`config.mk`:
```
export PLATFORM = sky130hd
export DESIGN_NAME = hdb3_t2d_flat
export DESIGN_NICKNAME = d
export VERILOG_FILES = /design/src/rtl/hdb3_pkg.sv /design/src/rtl/hdb3_t2d_if.sv /design/src/rtl/hdb3_v_detect.sv /design/src/rtl/hdb3_t2d.sv /design/src/flat_wrapper.sv
export SDC_FILE = /design/constraint.sdc
export NUM_CORES = 1
export LEC_CHECK = 0
export CAP_MARGIN = 25
export CELL_PAD_IN_SITES_DETAIL_PLACEMENT = 1
export CELL_PAD_IN_SITES_GLOBAL_PLACEMENT = 1
export CORE_MARGIN = 5
export CORE_UTILIZATION = 45
export DETAILED_ROUTE_END_ITERATION = 12
export MAX_ROUTING_LAYER = met4
export PLACE_DENSITY = 0.83
export SETUP_SLACK_MARGIN = 0.05
export SLEW_MARGIN = 20
export SYNTH_ARGS = -nofsm -noshare
export SYNTH_HDL_FRONTEND = slang
export SYNTH_HIERARCHICAL = 1
export SYNTH_SLANG_ARGS = --single-unit
```
`constraint.sdc`:
```
create_clock -name i_clk -period 2.9 [get_ports i_clk]
set_input_delay 0.58 -clock i_clk [delete_from_list [all_inputs] [get_ports i_clk]]
set_output_delay 0.58 -clock i_clk [all_outputs]
set_load 0.01 [all_outputs]
```
`src/rtl/hdb3_pkg.sv`:
```
// Shared HDB3 line-code definitions used by the receive decoder and the matching encoder.
package hdb3_pkg;

  localparam logic [1:0] CODE_ZERO = 2'b00;
  localparam logic [1:0] CODE_POS  = 2'b01;
  localparam logic [1:0] CODE_NEG  = 2'b10;
  localparam logic [1:0] CODE_ILL  = 2'b11;

  // A run of RUN_LEN zeros is replaced by a plug; bit 0 is the first symbol on the line.
  localparam int         RUN_LEN   = 4;
  localparam logic [3:0] PLUG_000V = 4'b1000;
  localparam logic [3:0] PLUG_B00V = 4'b1001;

  localparam int DEC_LAT = 4;

  typedef enum logic [1:0] {
    SYM_ZERO = 2'b00,
    SYM_POS  = 2'b01,
    SYM_NEG  = 2'b10,
    SYM_ILL  = 2'b11
  } sym_e;

  typedef struct packed {
    logic mark;
    logic viol;
  } vdet_t;

  function automatic logic is_mark(input logic [1:0] code,
                                   input logic [1:0] pos,
                                   input logic [1:0] neg);
    return (code == pos) || (code == neg);
  endfunction

endpackage

```
`src/rtl/hdb3_t2d_if.sv`:
```
// Symbol-in / NRZ-out bus between the line slicer, the HDB3 decoder and the framer.
interface hdb3_t2d_if;
  logic       i_code_vld;
  logic [1:0] i_hdb3_code;
  logic       o_data;
  logic       o_data_vld;
  logic       o_code_err;

  modport master (
    output i_code_vld,
    output i_hdb3_code,
    input  o_data,
    input  o_data_vld,
    input  o_code_err
  );

  modport slave (
    input  i_code_vld,
    input  i_hdb3_code,
    output o_data,
    output o_data_vld,
    output o_code_err
  );
endinterface

```
`src/rtl/hdb3_v_detect.sv`:
```
// Polarity tracking, V-pulse detection and registered line-rule error flag for the HDB3 decoder.
module hdb3_v_detect
  import hdb3_pkg::vdet_t, hdb3_pkg::is_mark;
#(
  parameter logic [1:0] CODE_POS = hdb3_pkg::CODE_POS,
  parameter logic [1:0] CODE_NEG = hdb3_pkg::CODE_NEG,
  parameter bit         CHECK_EN = 1'b1
) (
  input  logic       i_clk,
  input  logic       i_rst_n,
  input  logic       code_vld_i,
  input  logic [1:0] code_i,
  output vdet_t      det_o,
  output logic       code_err_o
);

  logic       last_pol_q;
  logic       last_v_pol_q;
  logic       seen_mark_q;
  logic       seen_v_q;
  logic [1:0] raw_q;
  logic       err_q;

  logic mark;
  logic pol;
  logic viol;
  logic ill;
  logic err_d;

  always_comb begin
    mark = is_mark(code_i, CODE_POS, CODE_NEG);
    pol  = (code_i == CODE_POS);
    viol = mark && seen_mark_q && (pol == last_pol_q);
    ill  = (code_i == hdb3_pkg::CODE_ILL);
    // Any one of: illegal symbol, two V pulses in a row of one polarity, V too close to a mark.
    err_d = 1'b0;
    if (CHECK_EN) begin
      err_d = code_vld_i && (ill ||
                             (viol && seen_v_q && (pol == last_v_pol_q)) ||
                             (viol && (|raw_q)));
    end
  end

  always_ff @(posedge i_clk or negedge i_rst_n) begin
    if (!i_rst_n) begin
      last_pol_q   <= 1'b0;
      last_v_pol_q <= 1'b0;
      seen_mark_q  <= 1'b0;
      seen_v_q     <= 1'b0;
      raw_q        <= 2'b00;
      err_q        <= 1'b0;
    end else begin
      err_q <= err_d;
      if (code_vld_i) begin
        raw_q <= {raw_q[0], mark};
        if (mark) begin
          last_pol_q  <= pol;
          seen_mark_q <= 1'b1;
        end
        if (viol) begin
          last_v_pol_q <= pol;
          seen_v_q     <= 1'b1;
        end
      end
    end
  end

  assign det_o.mark = mark;
  assign det_o.viol = viol;
  assign code_err_o = err_q;

endmodule

```
`src/rtl/hdb3_t2d.sv`:
```
// HDB3 receive decoder: strips V and paired B pulses and emits NRZ data a fixed four symbols late.
module hdb3_t2d
  import hdb3_pkg::DEC_LAT, hdb3_pkg::vdet_t;
#(
  parameter logic [1:0] CODE_POS = hdb3_pkg::CODE_POS,
  parameter logic [1:0] CODE_NEG = hdb3_pkg::CODE_NEG,
  parameter bit         CHECK_EN = 1'b1
) (
  input  logic       i_clk,
  input  logic       i_rst_n,
  hdb3_t2d_if.slave  bus
);

  logic [3:0] sr_q,   sr_d;
  logic [2:0] fill_q, fill_d;
  logic       vld_q,  vld_d;
  vdet_t      det;
  logic       code_err;

  hdb3_v_detect #(
    .CODE_POS (CODE_POS),
    .CODE_NEG (CODE_NEG),
    .CHECK_EN (CHECK_EN)
  ) u_v_detect (
    .i_clk      (i_clk),
    .i_rst_n    (i_rst_n),
    .code_vld_i (bus.i_code_vld),
    .code_i     (bus.i_hdb3_code),
    .det_o      (det),
    .code_err_o (code_err)
  );

  always_comb begin
    // A V is written as zero and knocks out the slot three symbols back, where its B would sit.
    sr_d   = {sr_q[2] & ~det.viol, sr_q[1], sr_q[0], det.mark & ~det.viol};
    fill_d = (fill_q == 3'(DEC_LAT)) ? fill_q : fill_q + 3'd1;
    vld_d  = bus.i_code_vld && (fill_d == 3'(DEC_LAT));
  end

  always_ff @(posedge i_clk or negedge i_rst_n) begin
    if (!i_rst_n) begin
      sr_q   <= 4'b0000;
      fill_q <= 3'd0;
      vld_q  <= 1'b0;
    end else begin
      vld_q <= vld_d;
      if (bus.i_code_vld) begin
        sr_q   <= sr_d;
        fill_q <= fill_d;
      end
    end
  end

  assign bus.o_data     = sr_q[3];
  assign bus.o_data_vld = vld_q;
  assign bus.o_code_err = code_err;

endmodule

```
`src/flat_wrapper.sv`:
```
// flat-port wrapper written by rule: the top's interface ports become plain ports
module hdb3_t2d_flat import hdb3_pkg::DEC_LAT, hdb3_pkg::vdet_t;
#(
  parameter logic [1:0] CODE_POS = hdb3_pkg::CODE_POS,
  parameter logic [1:0] CODE_NEG = hdb3_pkg::CODE_NEG,
  parameter bit         CHECK_EN = 1'b1
)
  (i_clk, i_rst_n, bus_i_code_vld, bus_i_hdb3_code, bus_o_data, bus_o_data_vld, bus_o_code_err);
  hdb3_t2d_if bus_i ();
  input  logic i_clk;
  input  logic i_rst_n;
  input wire logic [$bits(bus_i.i_code_vld)-1:0] bus_i_code_vld;
  input wire logic [$bits(bus_i.i_hdb3_code)-1:0] bus_i_hdb3_code;
  output wire logic [$bits(bus_i.o_data)-1:0] bus_o_data;
  output wire logic [$bits(bus_i.o_data_vld)-1:0] bus_o_data_vld;
  output wire logic [$bits(bus_i.o_code_err)-1:0] bus_o_code_err;
  assign bus_i.i_code_vld = bus_i_code_vld;
  assign bus_i.i_hdb3_code = bus_i_hdb3_code;
  assign bus_o_data = bus_i.o_data;
  assign bus_o_data_vld = bus_i.o_data_vld;
  assign bus_o_code_err = bus_i.o_code_err;
  hdb3_t2d #(.CODE_POS(CODE_POS), .CODE_NEG(CODE_NEG), .CHECK_EN(CHECK_EN)) u_core (.i_clk(i_clk), .i_rst_n(i_rst_n), .bus(bus_i));
endmodule
```
==> metrics.yaml <==
sta:
  timing.setup.tns_ns: 0
  hold-worst-slack_ns: 0.505
  highest_clock_rate_mhz: 499
  worstMarginPinSlew_ns: 0.635
  layout_setup_ws_ns: 0.895
  grt_setup_unrepaired: "no"
  layout_worst_path_cycle_share_pct: 69.1
  timing.clock.skew_ns: 0.00349
  period_needed_ns: 2.01
  slew_violations: 0
  timing_hold_violations_final: 0
  setup_viol: 0
  slew_headroom_pct: 57.6
drt:
  drt-initial-drc-count: 1
  avgViaCountPerCell: 5.37
  routed_wire_length_per_instance_um: 14.8
  post-route-drc-count: 0
  1st_pass_router_iterations: 2
  vias: 467
  drt.antenna.violating_nets: 0
  wl_mm: 1.29
min_path:
  holdCritStartpoint: "u_core/u_v_detect/seen_mark_q"
  worst_hold_path_type: "reg2reg"
yosys:
  synthesis.yosys.warnings: 6
  net_count_of_the_mapped_netlist: 71
  synthesis.instances: 62
  synthesis.area_per_instance_um2: 11.8
  synth_area_um2: 731
  synth_sequential_area_ratio_pct: 51.4
  count_of_different_cell_masters_after_synthesis: 25
  ys_ff_latch: 15
power_and_ir_drop:
  power.ir.vdd_worst_v: 0.000328
  share_comb_of_total_power_pct: 33.4
  sequentialPowerShare_pct: 48.1
  p_clk_share_pct: 18.5
  p_sw_share_pct: 31.4
  power.leakage_uw: 0.000366
  power_uw: 619
  power.internal_uw: 424
  powerDensity_mw_per_mm2: 741
  netSwitchingPower_uw: 194
clock_network:
  postCtsSetupBuffers: 0
  clock_slew_seen_by_the_registers_of_the_worst_setup_and_hold_paths_ns: 0.08
  root_buffer: "sky130_fd_sc_hd__clkbuf_4"
  cts.path.max_buffers: 2
  clock-sinks: 15
  cts_inserted_buffers: 3
  clock_insertion_delay_worst_skew_ns: 0.28
  postCtsHoldBufs: 0
  postCtsResizedCells: 0
  cts_tree: "done"
  cts-htree-levels: 1
cells_and_area:
  total_area_of_multi_input_combinational_cells_um2: 309
  fin_nets: 81
  most_common_cell_after_layout_fill_and_taps_aside: "sky130_fd_sc_hd__dfrtp_1"
  fillers: 161
  share_of_layout_cells_above_drive_strength_1_pct: 15.5
  n_antenna_cell: 0
  final_cell_mix: "sky130_fd_sc_hd__dfrtp_1 (15), sky130_fd_sc_hd__clkdlybuf4s50_1 (7), sky130_fd_sc_hd__inv_1 (7), sky130_fd_sc_hd__ha_1 (4)"
  ff_latch_area_um2: 375
  syn_to_final_growth_pct: 14.2
  final_core_util_pct: 54.8
floorplan:
  fp-row-count: 14
  fp.dieH_um: 50.3
  die_area_mm2: 0.00253
  floorplan.core_area_mm2: 0.00152
  num_io_pins: 8
  die_w_um: 50.3
  initial_core_util_pct: 47.9
place:
  hpwlAfterDp_mm: 1.06
  placement.io_buffers: 7
  pre_cts_ws_ns: 0.588
  gp_congestion: 0.674
global_routing:
  grt_pass1_vias: 489
  maximum_number_of_pins_on_one_net_before_global_route_repair: 16
  grt_overflow: 0
  grt_antenna_before_repair: 0
  grt_pass1_wl_mm: 2.35
  gr-usage-all-layers_pct: 12.9
worst_setup_path:
  cp_capture_type: "register"
  worst_setup_path_start_kind: "input pin"
  rr_startpoint: "u_core/fill_q[0]"
  critPathArrivalTime_ns: 2.17
  crit_path_start: "bus_i_hdb3_code[1]"
  critPathKind: "in2reg"
  crit_path_required_time_ns: 3.07
  cp_max_fo: 4
job:
  maxCapViolations: 0
run_status:
  outcome: "completed"
## power by group through the flow
stage | Clock, uW | Combinational [uW] | Sequential [uW]
3_5_place_dp | 0 | 211 | 302
4_1_cts | 122 | 212 | 299
5_1_grt | 136 | 232 | 304
2_1_floorplan | 0 | 150 | 297
3_3_place_gp | 0 | 202 | 298
6_report | 115 | 207 | 297
## area by class of cell
type                    count  area share [%]
flip-flops and latches     15            45.0
multi-input cells          37            37.0
repair buffers              8            9.30
clock buffers               4            3.15
inverters                   7            3.15
well taps                  16            2.40
## layer usage
layer / routed length [um] / track usage [%]
met1: 522 / 14.0
met2: 673 / 20.5
met3: 76 / 5.92
met4: 15 / 5.11
met5: 0 / -
## path summary, 6_finish.rpt
check                      cells past startpoint  slack [ns]                              to
setup / recovery                               6        0.89  u_core/u_v_detect/last_v_pol_q
min in group asynchronous                      1        0.69                  u_core/sr_q[0]
hold reg to reg                                1        0.51   u_core/u_v_detect/seen_mark_q
hold / removal                                 1        0.51   u_core/u_v_detect/seen_mark_q
setup reg to reg                               4        1.45           u_core/bus.o_data_vld
max in group asynchronous                      1        1.80                  u_core/sr_q[3]
## synth_stat cells, drive strengths merged
cell | instances | area (um^2)
dfrtp | 15 | 375
inv | 7 | 26.3
mux2 | 5 | 60.1
ha | 4 | 50.1
o21ai | 4 | 20.0
a21oi | 3 | 15.0
buf | 3 | 20.0
nand2b | 3 | 18.8
xnor2 | 3 | 26.3
nand2 | 2 | 7.51
nand3b | 2 | 15.0
nor2b | 2 | 12.5
a2111oi | 1 | 15.0
a21boi | 1 | 7.51
a311oi | 1 | 15.0
a31oi | 1 | 6.26
and2 | 1 | 6.26
and3 | 1 | 11.3
nor3b | 1 | 7.51
or2 | 1 | 6.26
or3b | 1 | 8.76
## state kept, by name, summed over array words and instances, names as in the netlist
signal / count
u_core/u_v_detect/last_v_pol_q: 1
u_core/u_v_detect/last_pol_q: 1
u_core/u_v_detect/code_err_o: 1
u_core/bus.o_data_vld: 1
u_core/fill_q: 3
u_core/sr_q: 4
u_core/u_v_detect/seen_v_q: 1
u_core/u_v_detect/raw_q: 2
u_core/u_v_detect/seen_mark_q: 1
## cells by family (layout without fill, tap and decap cells)
| family | after synthesis | count (layout) | synth area share, % |
|---|---|---|---|
| AO/OA/AOI/OAI | 11 | 11 | 10.8 |
| XOR/XNOR | 3 | 3 | 3.60 |
| adder cells (fa/ha/maj) | 4 | 4 | 6.85 |
| buffers and inverters | 10 | 19 | 6.34 |
| flip-flops | 15 | 15 | 51.4 |
| multiplexers | 5 | 5 | 8.22 |
| AND/OR/NAND/NOR | 14 | 14 | 12.8 |
## worst max-delay path: stages
cell,delay [ns]
sky130_fd_sc_hd__clkdlybuf4s50_1,0.50
sky130_fd_sc_hd__inv_1,0.05
sky130_fd_sc_hd__ha_1,0.24
sky130_fd_sc_hd__xnor2_1,0.28
sky130_fd_sc_hd__and3_4,0.23
sky130_fd_sc_hd__mux2_4,0.29
## per-stage QoR
step / cells / area (um^2)
5_1_grt: 87 / 835
3_5_place_dp: 83 / 808
3_3_place_gp: 83 / 808
4_1_cts: 87 / 835
2_1_floorplan: 62 / 731
6_report: 87 / 835
No activity file was read; power rests on OpenSTA's default activity.
